**src/rtl/pipe_stage_ctrl.sv**
```systemverilog
// pipe_stage_ctrl
// ---------------
// Parametrised pipeline-register bank with hazard control for the RV32 core.
// Each of the STAGES register stages holds a WIDTH-bit payload and a valid bit.
// The payload is opaque here; the datapath packs control and data into it.
//
// Hazard handling (first matching rule wins, per stage k):
//   flush && k < FLUSH_DEPTH -> bubble (overrides stall and hold)
//   stall                    -> hold contents
//   hold  && k == 0          -> hold contents (load-use: keep the consumer)
//   hold  && k == 1          -> bubble (the gap behind the held instruction)
//   otherwise                -> load from stage k-1 (stage 0 loads the input)
//
// Ports:
//   clk          rising-edge clock
//   reset        asynchronous active-low reset, clears all state
//   stall        cache stall, freezes every stage not being flushed
//   hold         load-use hazard
//   flush        taken branch/jump, clears stages 0..FLUSH_DEPTH-1
//   in_valid     fetch payload valid
//   in_data      fetch payload
//   in_ready     combinational: !stall && !hold && !flush
//   stage_valid  valid bit of each stage (bit k = stage k)
//   stage_data   payload of each stage (stage k at [k*WIDTH +: WIDTH])
//   out_valid    valid bit of the last stage
//   out_data     payload of the last stage
//   occupancy    combinational count of valid stages
//   retire_cnt   saturating count of cycles retiring a valid payload
//   bubble_cnt   saturating count of cycles with an empty last stage

module pipe_stage_ctrl #(
  parameter int WIDTH       = 32,
  parameter int STAGES      = 3,
  parameter int FLUSH_DEPTH = 2,
  parameter int CNT_W       = 32
) (
  input  logic                         clk,
  input  logic                         reset,
  input  logic                         stall,
  input  logic                         hold,
  input  logic                         flush,
  input  logic                         in_valid,
  input  logic [WIDTH-1:0]             in_data,
  output logic                         in_ready,
  output logic [STAGES-1:0]            stage_valid,
  output logic [STAGES*WIDTH-1:0]      stage_data,
  output logic                         out_valid,
  output logic [WIDTH-1:0]             out_data,
  output logic [$clog2(STAGES+1)-1:0]  occupancy,
  output logic [CNT_W-1:0]             retire_cnt,
  output logic [CNT_W-1:0]             bubble_cnt
);

  localparam int OCC_W = $clog2(STAGES + 1);

  logic [STAGES-1:0] valid_q, valid_d;
  logic [WIDTH-1:0]  data_q [STAGES];
  logic [WIDTH-1:0]  data_d [STAGES];
  logic [CNT_W-1:0]  retire_q, retire_d;
  logic [CNT_W-1:0]  bubble_q, bubble_d;

  // Last stage is consumed on every non-stalled edge.
  logic consume;
  assign consume = !stall;

  // ---------------------------------------------------------------------------
  // Next-state for the register stages
  // ---------------------------------------------------------------------------
  always_comb begin
    // NOTE: every stage defaults to its current value so no path through the
    // priority chain leaves a variable unassigned and infers a latch.
    valid_d = valid_q;
    for (int k = 0; k < STAGES; k++) begin
      data_d[k] = data_q[k];
    end

    // Stage 0: flush beats stall beats hold; otherwise take the fetch input.
    if (flush) begin
      valid_d[0] = 1'b0;
      data_d[0]  = '0;
    end else if (stall || hold) begin
      valid_d[0] = valid_q[0];
    end else begin
      valid_d[0] = in_valid;
      data_d[0]  = in_data;
    end

    for (int k = 1; k < STAGES; k++) begin
      if (flush && (k < FLUSH_DEPTH)) begin
        valid_d[k] = 1'b0;
        data_d[k]  = '0;
      end else if (stall) begin
        valid_d[k] = valid_q[k];
      end else if (hold && (k == 1)) begin
        // Load-use bubble: stage 0 is held, so stage 1 must not duplicate it.
        valid_d[k] = 1'b0;
        data_d[k]  = '0;
      end else begin
        valid_d[k] = valid_q[k-1];
        data_d[k]  = data_q[k-1];
      end
    end
  end

  // ---------------------------------------------------------------------------
  // Saturating performance counters
  // ---------------------------------------------------------------------------
  always_comb begin
    retire_d = retire_q;
    bubble_d = bubble_q;
    if (consume) begin
      if (valid_q[STAGES-1]) begin
        if (retire_q != '1) retire_d = retire_q + 1'b1;
      end else begin
        if (bubble_q != '1) bubble_d = bubble_q + 1'b1;
      end
    end
  end

  // ---------------------------------------------------------------------------
  // State registers
  // ---------------------------------------------------------------------------
  always_ff @(posedge clk or negedge reset) begin
    if (!reset) begin
      valid_q  <= '0;
      retire_q <= '0;
      bubble_q <= '0;
      // NOTE: the payload bank is ordinary flops (not a RAM), so it is reset
      // too; bubbles are defined to carry payload 0.
      for (int k = 0; k < STAGES; k++) begin
        data_q[k] <= '0;
      end
    end else begin
      // NOTE: non-blocking assignments so every stage samples the pre-edge
      // value of its neighbour, giving a true shift rather than a ripple.
      valid_q  <= valid_d;
      retire_q <= retire_d;
      bubble_q <= bubble_d;
      for (int k = 0; k < STAGES; k++) begin
        data_q[k] <= data_d[k];
      end
    end
  end

  // ---------------------------------------------------------------------------
  // Outputs
  // ---------------------------------------------------------------------------
  assign in_ready    = !stall && !hold && !flush;
  assign stage_valid = valid_q;
  assign out_valid   = valid_q[STAGES-1];
  assign out_data    = data_q[STAGES-1];
  assign retire_cnt  = retire_q;
  assign bubble_cnt  = bubble_q;

  for (genvar g = 0; g < STAGES; g++) begin : g_pack
    assign stage_data[g*WIDTH +: WIDTH] = data_q[g];
  end

  always_comb begin
    occupancy = '0;
    for (int k = 0; k < STAGES; k++) begin
      occupancy = occupancy + OCC_W'(valid_q[k]);
    end
  end

endmodule

```
**config.mk**
```make
export PLATFORM = sky130hd
export DESIGN_NAME = pipe_stage_ctrl
export DESIGN_NICKNAME = d
export VERILOG_FILES = /design/src/rtl/pipe_stage_ctrl.sv
export SDC_FILE = /design/constraint.sdc
export NUM_CORES = 1
export LEC_CHECK = 0
export CAP_MARGIN = 0
export CORE_AREA = 2 2 120 134
export DETAILED_ROUTE_END_ITERATION = 10
export DIE_AREA = 0 0 122 136
export PLACE_DENSITY_LB_ADDON = 0.15
export REMOVE_ABC_BUFFERS = 1
export SYNTH_ARGS = -nofsm -noshare
export SYNTH_HDL_FRONTEND = slang
export SYNTH_SLANG_ARGS = --single-unit
```
**constraint.sdc**
```tcl
create_clock -name clk -period 2.3 [get_ports clk]
set_input_delay 0.23 -clock clk [delete_from_list [all_inputs] [get_ports clk]]
set_output_delay 0.23 -clock clk [all_outputs]
set_load 0.02 [all_outputs]
```
==> Yosys cells after proc, flatten, opt, wreduce, memory -nomap -nowiden <==
Cells that the tools add are included.
{ "totals": {"ff_bits": 163, "latchBits": 0, "ram_bits": 0, "mem_bits_ro": 0, "out_inout_bits": 199, "elab_cells": 36, "memories": 0} }
{ "classes": {"add_sub_neg": 4, "mul": 0, "div_mod_pow": 0, "magnitude_cmp": 0, "n_eq_ne": 4, "shifts": 0, "mux": 10, "n_bitwise": 2, "n_reduce_logical": 8} }
{ "ops": {"columns": ["op", "n"], "rows": [
  ["32-bit 2-to-1 mux", 5],
  ["32-bit by 1-bit adder with 32-bit output (second input constant)", 2],
  ["32-bit inequality test (second input constant)", 2],
  ["3-bit AND reduction", 2],
  ["1-bit 2-to-1 mux", 5],
  ["1-bit zero test", 3],
  ["1-bit by 1-bit adder with 2-bit output", 1],
  ["2-bit by 1-bit adder with 2-bit output", 1],
  ["1-bit logical AND", 2],
  ["2-bit by 1-bit inequality test with 1-bit output (second input constant)", 1],
  ["2-bit inequality test (second input constant)", 1],
  ["1-bit NOT", 2],
  ["1-bit logical OR", 1]
]} }

==> Depth between registers and ports, before layout <==
Gate-level depths: netlist (run 1).
{ "logic_depth": {"ltp_word": 3, "ltp_mapped": 7, "mapped_depth_nobuf": 6} }

==> Least setup slack after synthesis (run 1) <==
No wires, ideal clock.
{ "synth_timing": {"path_type": "reg2reg", "startpoint": "register bubble_q[10] (netlist: bubble_cnt[10])", "endpoint": "register bubble_q[1] (netlist: bubble_cnt[1])", "t_arrival_ps": 2108, "t_required_ps": 2172, "path_slack_ps": 64, "stages_incl_launch_ff": 6, "synth_period_minus_slack_ps": 2236, "path_cell_list": "dfrtp_1 nand4_4 or4_4 nor4_4 nand2b_1 mux2_1"} }
{ "synth_between": {"elab_chain_cells": 2} }
{ "synth_lines": {"columns": ["item", "line", "rtl"], "rows": [
  ["start: declaration", "60", "logic [CNT_W-1:0] bubble_q, bubble_d;"],
  ["start signal: assignment", "138", "bubble_q <= bubble_d;"],
  ["32-bit inequality test", "115", "if (bubble_q != '1) bubble_d = bubble_q + 1'b1;"],
  ["3-bit AND reduction (no line)", null, null]
]} }
No other way between the ends.
A chain may end at the register's enable or synchronous reset.

==> Final worst setup path (run 1) <==
{ "layout_timing": {"startpoint": "register bubble_q[8] (netlist: bubble_cnt[8])", "endpoint": "register bubble_q[1] (netlist: bubble_cnt[1])"} }
The elaborated chain is that of the path after synthesis.

==> flow_summary.json, run 1 <==
{
  "synth.area.top_cells": "dfrtp_1, a22o_1, mux2_2",
  "pin_count": 237,
  "wl_met1_mm": 7.718,
  "slew_violations": 0,
  "intPower_mw": 5.044,
  "h-tree-depth": 4,
  "hold_violations": 0,
  "worst_slew_pin_slew_ns": 0.7149,
  "numClockSinks": 163,
  "cp-end-kind": "register",
  "area_delta_synth_final_pct": 43.38,
  "dpl_worst_slack_ns": 0.1534,
  "syn_inst": 543,
  "clk_path_buf_depth": 2,
  "final_area_sq_um": 9892,
  "syn_avg_cell_area_sq_um": 12.71,
  "min_period_over_period_pct": 93.53,
  "ys.flop_type": "dfrtp_1",
  "p_per_area_nw_per_um2": 680.1,
  "whs_endpoint": "stage_valid[2]",
  "place_congestion": 0.8737,
  "grt_max_degree": 67,
  "max-cap-violations": 0,
  "worst_path_dominant_cell_family": "simple AND/OR/NAND/NOR gates",
  "rows": 48,
  "core_sq_um": 15310,
  "post_cts_buffers": 0,
  "drc": 0,
  "rrSetupSlack_ns": 0.15,
  "highest-signal-layer": "met4",
  "cts-buffers-inserted": 17,
  "dp_hpwl_mm": 12.33,
  "start_util_pct": 45.05,
  "crit_type": "reg2reg",
  "pwr-share-seq_pct": 46.5,
  "gr-total-overflow": 0,
  "setup_viol": 0,
  "vdd_drop_max_uv": 463.4,
  "route.detailed.wl_per_inst_um": 18.67,
  "finish.utilization_pct": 64.59,
  "hold_ws_ns": 0.2454,
  "yosys.area.top_type": "dfrtp_1",
  "dr_wl_met3_mm": 1.394,
  "hold_start": "stall",
  "p_sw_share_pct": 25.02,
  "p_leak_nw": 4.406,
  "antenna_found_initial": 0,
  "startpoint": "bubble_cnt[8]",
  "worst_ep_required_time_ns": 2.59,
  "synth_cell_type_count": 44,
  "dpl-instance-area_sq_um": 9300,
  "ant_nets": 0,
  "viasPerCell": 5.402,
  "worstReg2RegEnd": "bubble_cnt[1]",
  "pwr-share-comb_pct": 12.2,
  "slew_headroom_pct": 52.34,
  "synth_top_area_share_pct": 59.12,
  "synth_commonest_cells": "dfrtp_1, a22o_1, mux2_2, buf_4, xnor2_1",
  "worst_slack_ns": 0.1488,
  "clk_latency_ns": 0.42,
  "worst_setup_path_start_kind": "register",
  "synth_enable_flop_cells": 0,
  "postSynth.asyncResetShare_pct": 100.0,
  "synth_most_common_cell": "dfrtp_1",
  "fmax_ghz": 0.4649,
  "met2WireLength_mm": 8.773,
  "crit_slowest_cell": "or4_4",
  "netlist_area_sq_um": 6899,
  "grt_util_all_layers_pct": 22.46,
  "fillCellCount": 1170,
  "cts_tree": "yes",
  "p_total_mw": 6.727,
  "drtPass1Iterations": 6,
  "hold_path_class": "in2reg",
  "rr_startpoint": "bubble_cnt[8]",
  "worstPathArrival_ns": 2.44,
  "rsz0062_at_grt": "no",
  "dieArea_sq_um": 16590,
  "nets": 798,
  "hold_depth": 2,
  "status": "finished clean",
  "io_buffer_count": 236,
  "ys_seq_area_share_pct": 59.12,
  "cp_cell_sequence": "nand4_4 > or4_4 > nor4_4 > nand2b_1 > mux2_1",
  "fin_skew_ns": 0.01634,
  "drive_gt1_share_pct": 11.57,
  "via_count": 5235,
  "cts-root-buf": "clkbuf_16",
  "num_antenna_cells": 0,
  "die-width_um": 122,
  "ys_warn_count": 0,
  "path_max_fanout": 7,
  "power_switching_mw": 1.683,
  "r2r_cells": 5,
  "critPathMaxStageDelay_ns": 0.59,
  "drt_iter0_drc": 249,
  "grt_pass1_vias": 5380,
  "die_height_um": 136,
  "fin_crit_ns": 2.151,
  "drt_wl_total_mm": 18.09,
  "pwr-share-clk_pct": 41.3,
  "synth-seq-cells": 163,
  "grt_pass1_wl_mm": 28.57,
  "path_buf_inv": 0,
  "clk_pin_slew_ns": 0.06
}
-- worst register-to-register path: cells and delay by family, from the launching register on --
family | cells | cell delay, ns
simple gates | 4 | 1.23
flops | 1 | 0.46
mux | 1 | 0.32
-- power groups by stage --
stage | sequential [mW] | combinational (mW) | clock [mW]
5_1_grt | 3.15 | 0.879 | 2.97
3_5_place_dp | 3.17 | 0.828 | 0
6_report | 3.13 | 0.819 | 2.78
2_1_floorplan | 3.30 | 0.189 | 0
3_3_place_gp | 3.17 | 0.815 | 0
4_1_cts | 3.13 | 0.833 | 2.83
-- flip-flops by register name, summed over array words and instances (netlist names) --
| name | count |
|---|---|
| bubble_cnt | 32 |
| out_data | 32 |
| retire_cnt | 32 |
| stage_data | 64 |
| stage_valid | 3 |
-- metrics by stage --
stage / setup TNS [ns] / cells
final: 0 / 969
after global routing: 0 / 969
after CTS: 0 / 969
after detailed placement: 0 / 937
after global placement: 0 / 937
after floorplan: -156.40 / 488
-- worst max path at each step --
| stage | endpoint | cells past startpoint |
|---|---|---|
| detailed placement | bubble_cnt[1] | 5 |
| finish | bubble_cnt[1] | 5 |
| global route | bubble_cnt[7] | 6 |
| global placement | bubble_cnt[1] | 5 |
| CTS | occupancy[0] | 2 |
| floorplan | stage_data[0] | 2 |
-- timing repair --
item                                   CTS  global route
setup endpoints to repair                0             1
gates resized for setup                  0             2
endpoints found under the hold margin   55             0
hold buffers                             1             0
-- layer usage --
layer,track usage (%),vias up
met4,6.960,0
met5,0,-
met1,29.70,2655
li1,-,2371
met3,7.508,12
met2,35.16,197
-- layout by cell type (no fill, tap or decap), drive strengths merged, types with 5 or more instances in the layout --
master           n
nand4           26
nand3           20
clkinv           5
mux2            35
buf             15
and4             7
nand2           27
and3             8
dfrtp          163
xor2            25
xnor2           33
a22o            66
clkbuf          21
nor3            19
clkdlybuf4s50  233
nor2            17
nor4             5
-- final cells by class --
type / count / area [sq um] / share of cell area [%]
clock buffers: 21 / 470.5 / 4.756
clock inverters: 10 / 107.6 / 1.088
multi-input cells: 321 / 2475 / 25.02
flip-flops and latches: 163 / 4080 / 41.25
repair buffers: 250 / 2494 / 25.21
inverters: 4 / 15.01 / 0.1518
well taps: 200 / 250.2 / 2.530
-- cells by family after synthesis --
kind of cell	Yosys count	share of synthesized area, %
AO/OA/AOI/OAI	78	9.811
XOR/XNOR	58	7.363
adder cells (fa/ha/maj)	3	0.6528
buffers and inverters	59	5.150
flip-flops	163	59.12
multiplexers	35	5.713
AND/OR/NAND/NOR	147	12.19
Note: power is estimated with default switching activity, not from simulation.
==> run 2: changes to the inputs <==
CTS_CLUSTER_DIAMETER = 100   (was unset)
clock period = 2 ns   (was 2.3 ns; I/O delays follow)
==> run 2 against run 1 <==
Final cell count is 4.7% higher; via count is 4.5% higher; critical path depth is 1 higher; largest cell class unchanged; clock power is 18% higher.
==> flow_summary.json, run 2 (synthesis results as in run 1) <==
{
  "drt_iter0_drc": 403,
  "clk_path_buf_depth": 2,
  "gr-total-overflow": 0,
  "crit_type": "reg2reg",
  "clk_pin_slew_ns": 0.06,
  "grt_util_all_layers_pct": 23.09,
  "dieArea_sq_um": 16590,
  "fmax_ghz": 0.5101,
  "drtPass1Iterations": 6,
  "grt_pass1_wl_mm": 29.69,
  "drc": 0,
  "hold_path_class": "in2reg",
  "whs_endpoint": "stage_valid[2]",
  "final_common_cell": "clkdlybuf4s50_1",
  "hold_depth": 2,
  "nets": 843,
  "min_period_over_period_pct": 98.02,
  "fin_skew_ns": 0.007522,
  "cp-end-kind": "register",
  "worst_setup_path_start_kind": "register",
  "slew_headroom_pct": 52.49,
  "max-cap-violations": 0,
  "status": "finished clean",
  "fin_crit_ns": 1.960,
  "tns_ns": 0,
  "start_util_pct": 45.05,
  "viasPerCell": 5.387,
  "drive_gt1_share_pct": 17.67,
  "worst_slew_pin_slew_ns": 0.7127,
  "hold_violations": 0,
  "dpl-instance-area_sq_um": 9620,
  "cts-buffers-inserted": 17,
  "clk_latency_ns": 0.42,
  "p_per_area_nw_per_um2": 765.4,
  "via_count": 5468,
  "grt_max_degree": 67,
  "worstPathArrival_ns": 2.27,
  "hold_start": "stall",
  "path_max_fanout": 4,
  "final_area_sq_um": 10300,
  "setup_viol": 0,
  "route.detailed.wl_per_inst_um": 18.65,
  "die-width_um": 122,
  "pin_count": 237,
  "drt_wl_total_mm": 18.93,
  "place_congestion": 0.8103,
  "ant_nets": 0,
  "rrSetupSlack_ns": 0.04,
  "h-tree-depth": 4,
  "p_leak_nw": 4.651,
  "numClockSinks": 163,
  "core_sq_um": 15310,
  "vdd_drop_max_uv": 608.0,
  "worstReg2RegEnd": "bubble_cnt[27]",
  "worst_ep_required_time_ns": 2.31,
  "antenna_found_initial": 0,
  "cts_tree": "yes",
  "rsz0062_at_grt": "yes",
  "largest_reg_flops": 64,
  "die_height_um": 136,
  "num_antenna_cells": 0,
  "grt_pass1_vias": 5596,
  "final_cell_mix": "clkdlybuf4s50_1, dfrtp_1, a22o_1, buf_4, mux2_2",
  "r2r_cells": 6,
  "rows": 48,
  "dp_hpwl_mm": 13.06,
  "area_delta_synth_final_pct": 49.31,
  "cts-root-buf": "clkbuf_16",
  "slew_violations": 0,
  "p_total_mw": 7.885,
  "io_buffer_count": 236,
  "rr_startpoint": "bubble_cnt[19]"
}
run 2: changes by cell type in the layout (fill, tap and decap cells not counted), moves of 2 or more:
| cell | before | now |
|---|---|---|
| and4_1 | 7 | 5 |
| and4_2 | 0 | 2 |
| buf_4 | 11 | 55 |
| clkbuf_8 | 3 | 1 |
| clkinv_2 | 5 | 0 |
| clkinv_4 | 0 | 3 |
| inv_6 | 0 | 4 |
run 2: report_power, final:
part | leakage [nW] | switching [mW] | internal [mW]
sequential | 2.23 | 0.126 | 3.43
combinational | 2.15 | 0.549 | 0.508
clock | 0.277 | 1.38 | 1.89
total | 4.65 | 2.05 | 5.83
run 2: repair_timing:
action,in CTS,in global routing
pin swaps,0,1
resized for setup,3,12
hold buffers,1,0
setup buffers,0,4
endpoints found under the setup margin,2,18
endpoints found under the hold margin,55,0
run 2: routing by layer:
metal | wire length [um] | GRT usage, % | up-vias
met2 | 9191 | 36.44 | 211
met5 | 0 | 0 | -
met4 | 373 | 8.812 | 0
li1 | - | - | 2462
met3 | 1377 | 7.257 | 28
met1 | 7986 | 29.84 | 2767
run 2: how the worst max path moves through the flow:
stage,depth (start not counted),startpoint,slack (ns),endpoint
2_1_floorplan,2,flush,-2.61,stage_data[0]
3_3_place_gp,6,bubble_cnt[8],0.09,bubble_cnt[4]
3_5_place_dp,6,bubble_cnt[19],0.05,bubble_cnt[27]
4_1_cts,3,stage_valid[2],0.01,occupancy[0]
5_1_grt,6,bubble_cnt[19],-0.07,bubble_cnt[27]
6_report,6,bubble_cnt[19],0.04,bubble_cnt[27]
run 2: metrics by stage:
step                instances  hold WS (ns)  utilization, %  worst slack, ns
finish                   1015        0.1256           67.26          0.03961
global route             1015        0.1390           67.26         -0.07260
CTS                      1011        0.1197           66.76          0.01232
detailed placement        978        0.2293           62.82          0.04694
global placement          978        0.2142           62.82          0.09421
floorplan                 488      -0.09559               -           -2.607
run 2: area by class of cell:
type,instances,area [sq um]
clock buffers,19,442.9
clock inverters,13,151.4
fillers,1163,5014
inverters,4,15.01
multi-input cells,321,2525
flip-flops and latches,163,4081
well taps,200,250.2
repair buffers,295,2835
run 2: critical path: stages, from the launching register on:
cell and delay, ns:
dfrtp_1 0.42, nand3_1 0.13, or4_4 0.52, a2111oi_4 0.33
buf_4 0.18, nand4_1 0.12, xnor2_1 0.14
